**src/rtl/inst_fetch.sv**
```systemverilog
`default_nettype none
// ============================================================================
// inst_fetch : fetch sequencer (PC, 2-entry return stack, 1-entry hold buffer)
// Option     : `define INST_FETCH_PREFETCH_EN for back-to-back requests (no GAP)
// Revision   : 1.0
// ============================================================================
module inst_fetch #(
  parameter int                  PC_WIDTH     = 9,
  parameter int                  INST_WIDTH   = 12,
  parameter logic [PC_WIDTH-1:0] RESET_VECTOR = 9'h1FF
) (
  input  logic                  clock,
  input  logic                  reset_n,
  input  logic                  stall,
  input  logic                  branch,
  input  logic                  call,
  input  logic                  ret,
  input  logic [PC_WIDTH-1:0]   branch_target,
  output logic [PC_WIDTH-1:0]   mem_addr,
  output logic                  mem_rd,
  input  logic                  mem_ready,
  input  logic [INST_WIDTH-1:0] mem_data,
  output logic [INST_WIDTH-1:0] inst_out,
  output logic                  inst_valid,
  output logic                  skip_out,
  output logic [PC_WIDTH-1:0]   pc,
  output logic                  stack_err
);

  localparam logic [1:0] ST_IDLE  = 2'd0;
  localparam logic [1:0] ST_REQ   = 2'd1;
  localparam logic [1:0] ST_FLUSH = 2'd2;
  localparam logic [1:0] ST_GAP   = 2'd3;

  logic [1:0]            state_q, state_d;
  logic [PC_WIDTH-1:0]   pc_q, pc_d;
  logic [PC_WIDTH-1:0]   mem_addr_q, mem_addr_d;
  logic                  mem_rd_q, mem_rd_d;
  logic [INST_WIDTH-1:0] buf_q, buf_d;
  logic                  buf_full_q, buf_full_d;
  logic                  skip_q, skip_d;
  logic [PC_WIDTH-1:0]   stack0_q, stack0_d;
  logic [PC_WIDTH-1:0]   stack1_q, stack1_d;
  logic [1:0]            depth_q, depth_d;
  logic                  err_q, err_d;

  logic                  redirect;
  logic                  mem_rd_o;
  logic                  accept;
  logic                  deliver;
  logic [PC_WIDTH-1:0]   pc_inc;

`ifdef INST_FETCH_PREFETCH_EN
  // A stalled, still-full hold buffer cannot take another word, so withdraw the request.
  assign mem_rd_o = mem_rd_q & ~(buf_full_q & stall);
`else
  assign mem_rd_o = mem_rd_q;
`endif

  assign redirect = ~stall & (ret | call | branch);
  assign accept   = mem_rd_o & mem_ready;
  assign deliver  = buf_full_q & ~stall & ~redirect;
  assign pc_inc   = pc_q + {{(PC_WIDTH-1){1'b0}}, 1'b1};

  always_comb begin
    state_d    = state_q;
    pc_d       = pc_q;
    mem_addr_d = mem_addr_q;
    mem_rd_d   = mem_rd_q;
    buf_d      = buf_q;
    buf_full_d = buf_full_q;
    skip_d     = redirect;
    stack0_d   = stack0_q;
    stack1_d   = stack1_q;
    depth_d    = depth_q;
    err_d      = err_q;

    if (redirect) begin
      buf_full_d = 1'b0;
      if (ret) begin
        pc_d     = stack0_q;
        stack0_d = stack1_q;
        if (depth_q == 2'd0) err_d = 1'b1;
        else                 depth_d = depth_q - 2'd1;
      end else if (call) begin
        pc_d     = branch_target;
        stack0_d = pc_q;
        stack1_d = stack0_q;
        if (depth_q == 2'd2) err_d = 1'b1;
        else                 depth_d = depth_q + 2'd1;
      end else begin
        pc_d = branch_target;
      end
    end else if (deliver) begin
      buf_full_d = 1'b0;
    end

    case (state_q)
      ST_IDLE, ST_GAP: begin
        if (!stall) begin
          state_d    = ST_REQ;
          mem_rd_d   = 1'b1;
          mem_addr_d = pc_d;
        end
      end
      ST_REQ: begin
        if (accept) begin
          // A redirect landing on the completing cycle drops the word and restarts at once.
          if (redirect) begin
            mem_addr_d = pc_d;
          end else begin
            buf_d      = mem_data;
            buf_full_d = 1'b1;
            pc_d       = pc_inc;
`ifdef INST_FETCH_PREFETCH_EN
            if (stall) begin
              state_d  = ST_IDLE;
              mem_rd_d = 1'b0;
            end else begin
              mem_addr_d = pc_d;
            end
`else
            state_d  = ST_GAP;
            mem_rd_d = 1'b0;
`endif
          end
        end else if (redirect) begin
          state_d = ST_FLUSH;
        end
      end
      ST_FLUSH: begin
        if (accept) begin
          if (stall) begin
            state_d  = ST_IDLE;
            mem_rd_d = 1'b0;
          end else begin
            state_d    = ST_REQ;
            mem_addr_d = pc_d;
          end
        end
      end
      default: state_d = ST_IDLE;
    endcase
  end

  always_ff @(posedge clock) begin
    if (!reset_n) begin
      state_q    <= ST_IDLE;
      pc_q       <= RESET_VECTOR;
      mem_addr_q <= '0;
      mem_rd_q   <= 1'b0;
      buf_q      <= '0;
      buf_full_q <= 1'b0;
      skip_q     <= 1'b0;
      stack0_q   <= '0;
      stack1_q   <= '0;
      depth_q    <= 2'd0;
      err_q      <= 1'b0;
    end else begin
      state_q    <= state_d;
      pc_q       <= pc_d;
      mem_addr_q <= mem_addr_d;
      mem_rd_q   <= mem_rd_d;
      buf_q      <= buf_d;
      buf_full_q <= buf_full_d;
      skip_q     <= skip_d;
      stack0_q   <= stack0_d;
      stack1_q   <= stack1_d;
      depth_q    <= depth_d;
      err_q      <= err_d;
    end
  end

  assign mem_addr   = mem_addr_q;
  assign mem_rd     = mem_rd_o;
  assign inst_out   = buf_q;
  assign inst_valid = deliver;
  assign skip_out   = skip_q;
  assign pc         = pc_q;
  assign stack_err  = err_q;

endmodule
`default_nettype wire

```
**config.mk**
```make
export PLATFORM = sky130hd
export DESIGN_NAME = inst_fetch
export DESIGN_NICKNAME = d
export VERILOG_FILES = /design/src/rtl/inst_fetch.sv
export SDC_FILE = /design/constraint.sdc
export NUM_CORES = 1
export LEC_CHECK = 0
export ABC_AREA = 1
export BUFFER_PORTS_ARGS = -buffer_cell sky130_fd_sc_hd__clkbuf_2
export CORE_ASPECT_RATIO = 0.6
export CORE_MARGIN = 2
export CORE_UTILIZATION = 55
export CTS_BUF_LIST = sky130_fd_sc_hd__clkbuf_4
export CTS_CLUSTER_SIZE = 8
export DETAILED_ROUTE_END_ITERATION = 7
export PLACE_DENSITY = 0.81
export SYNTH_ARGS = -nofsm -noshare
export SYNTH_HDL_FRONTEND = slang
export SYNTH_SLANG_ARGS = --single-unit
```
**constraint.sdc**
```tcl
create_clock -name clock -period 1.8 [get_ports clock]
set_clock_uncertainty 0.1 [all_clocks]
set_input_delay 0.18 -clock clock [delete_from_list [all_inputs] [get_ports clock]]
set_output_delay 0.18 -clock clock [all_outputs]
set_load 0.05 [all_outputs]
```
==> metrics.txt <==
Crit Path Category=flip-flop to flip-flop; H-tree Lvls=2; Setup TNS=0 ns; synthesis-to-layout area growth=24.7%; ratio of final minimum period to clock period=92.2%; Ports=62; slowest stage cell, crit path=dfxtp_1; # setup viols final=0; Setup WS pre-CTS=0.0971 ns; vias post-DR=~2800; PwrDens=roughly 1200 nW/µm²; Crit path max-delay family=compound AO/OA/AOI/OAI gates; RSZ-0062 raised after global routing=false; Residual DRC=0; largest net degree at the start of global routing=38; I/O Buffers=slightly above 60; Max-cap violations=0; Worst-path clk slew=around 0.16 ns; GPL Wtd Cong=0.822; Final Critical Period=around 1.7 ns; Setup crit end kind=flip-flop; Min-Delay Path Depth=5; Layout Cells excl Fill=roughly 540; P_leak=1.67 nW; post-route antenna net violation count=0; worst path required time=2.01 ns; Slew HR=between 70% and 80%; initial antenna violation count=0; Num CTS Buffers=5; Cells after DPL=between 500 and 600; max incr delay on CP=around 0.41 ns; drt initial violations=between 150 and 200; Layout fillers=between 300 and 400; mean number of vias per cell=5.18; die height=approximately 58 µm; Fmax=0.603 GHz; die footprint=around 5400 µm²; slack of the critical path=~0.14 ns; core area=between 4000 and 5000 µm²; Tightest Pin Transition=around 0.31 ns; unique cell type count in the Yosys netlist=27; FF-to-FF path depth=7; worst hold slack=approximately 0.036 ns; total number of yosys warnings=0; global-route wire length before repair=11.0 mm; Util after Layout=a little under three quarters; final wirelength=roughly 6.5 mm; register bit total from synthesis=56; Rows=19; clock sinks=56; Nets=503; crit path buf inv count=1; startpoint type of the worst setup path=flip-flop; Synth Instances=396; drt pass-1 iters=5; critical path depth=7; Mapped Area=approximately 2600 µm²; worst path cell trace=inv_1, ha_1, o21ai_1, nand2_1, a21oi_4, o21ai_0, nor2_1; post-DP HPWL=~4.6 mm; share of post-route cells with drive strength above 1=between 15 and 20%; Seq/Total Area, Yosys=a little over two fifths; Arr. time, crit path=between 1.5 and 2 ns; GRT Total Usage=25.4%; Slew Viols, Final=0; CTS tree=done; Max Buffers Root-to-Sink=2; status=finished, final reports clean; HP Class=primary input to flip-flop; Die X=93.6 µm; Synthesized Nets=approximately 430; maximum VDD drop=0.00112 V; vias in the first global route=2436; grt ovf=0; root buffer cell=clkbuf_4; antenna cells=0; clk_lat worst skew=approximately 0.37 ns; post-DR wirelength/cell=12.2 µm; Final Hold Vio Count=0; syn avg cell area=between 6 and 7 µm²; critical-path maximum fanout=9; # Post-CTS Setup Buffers=0; initial core utilization=between 50% and 60%
kinds of logic after synthesis:
logic type	Yosys count	synth area share (%)
AO/OA/AOI/OAI	65	13.0
adder cells (fa/ha/maj)	3	1.42
flip-flops	56	42.3
XOR/XNOR	3	0.992
AND/OR/NAND/NOR	226	35.1
buffers and inverters	43	7.13
state kept, by name (all words and copies together), names as in the netlist:
signal      cells
state_q         2
stack0_q        9
mem_addr        9
mem_rd          1
stack1_q        9
inst_out       12
depth_q         2
buf_full_q      1
skip_out        1
pc              9
stack_err       1
synth_stat cells (all sizes together):
| master | count | share of area (%) |
|---|---|---|
| dfxtp | 56 | 42 |
| nand3 | 24 | 4.7 |
| xnor2 | 3 | 0.99 |
| nand4 | 4 | 0.94 |
| o21bai | 1 | 0.28 |
| nand2 | 121 | 18 |
| buf | 10 | 2.4 |
| o211ai | 1 | 0.28 |
| inv | 26 | 3.7 |
| a21oi | 10 | 2.0 |
| clkinv | 1 | 0.14 |
| nor2 | 77 | 12 |
| o21ai | 44 | 8.3 |
| ha | 3 | 1.4 |
| clkbuf | 6 | 0.90 |
| a31oi | 9 | 2.1 |
area by class of cell:
| class | count | area, µm² | share of cell area [%] |
|---|---|---|---|
| multi-input cells | 297 | 1360 | 41.3 |
| repair buffers | 85 | 531 | 16.1 |
| inverters | 27 | 103 | 3.11 |
| flip-flops and latches | 56 | 1120 | 33.9 |
| clock buffers | 5 | 37.5 | 1.14 |
| well taps | 63 | 78.8 | 2.39 |
| clock inverters | 3 | 68.8 | 2.08 |
cells in the final DEF (no fill, tap or decap), types with 2 or more instances in the layout:
| cell type | netlist | final |
|---|---|---|
| o21ai_0 | 44 | 43 |
| a21oi_1 | 9 | 9 |
| clkbuf_4 | 0 | 5 |
| clkbuf_2 | 1 | 61 |
| inv_2 | 4 | 3 |
| nand3_1 | 23 | 22 |
| nand2_1 | 118 | 118 |
| nand2_4 | 2 | 2 |
| nand4_1 | 4 | 4 |
| dfxtp_1 | 56 | 56 |
| buf_4 | 1 | 10 |
| inv_1 | 22 | 22 |
| xnor2_1 | 3 | 3 |
| a31oi_1 | 9 | 9 |
| nand3_2 | 1 | 2 |
| bufinv_16 | 0 | 2 |
| dlygate4sd3_1 | 0 | 13 |
| ha_1 | 3 | 2 |
| nor2_1 | 75 | 75 |
per-layer routing:
layer  GRT usage, %  vias to the layer above  share of wire (%)
met4           4.97                        0               0.51
met2           39.7                      102                 43
met3           4.81                        4                7.8
met5              0                        -                  0
met1           37.5                     1254                 48
li1               -                     1419                  -
repair_timing:
| action | 4_1_cts | 5_1_grt |
|---|---|---|
| gates resized for setup | 0 | 6 |
| endpoints found under the hold margin | 13 | 0 |
| hold buffers | 13 | 0 |
| setup endpoints to repair | 0 | 24 |
report_power, final:
part	switching, mW	leakage, nW	internal [mW]
Combinational	1.05	1.15	0.446
Clock	0.398	0.0558	0.438
Sequential	0.117	0.461	1.41
worst register-to-register path, cell delays in order, from the launching register on:
cell and delay, ns:
dfxtp_1 0.41, inv_1 0.08, ha_1 0.23, o21ai_1 0.21, nand2_1 0.13, a21oi_4 0.23
o21ai_0 0.11, nor2_1 0.11
per-stage QoR:
step                      instance area [µm²]  power [mW]
final                                    3300        3.85
after global placement                   3040        2.93
after detailed placement                 3040        2.96
after floorplan                          2650        2.63
after global routing                     3300        4.08
after CTS                                3280        3.81
final timing paths:
kind                                  startpoint     endpoint  slack (ns)
worst max-delay path                  state_q[0]  mem_addr[8]        0.14
worst min-delay path            branch_target[3]        pc[3]        0.04
worst max register to register        state_q[0]  mem_addr[8]        0.14
worst min register to register       stack1_q[7]  stack0_q[7]        0.37
Note: power is estimated with default switching activity, not from simulation.
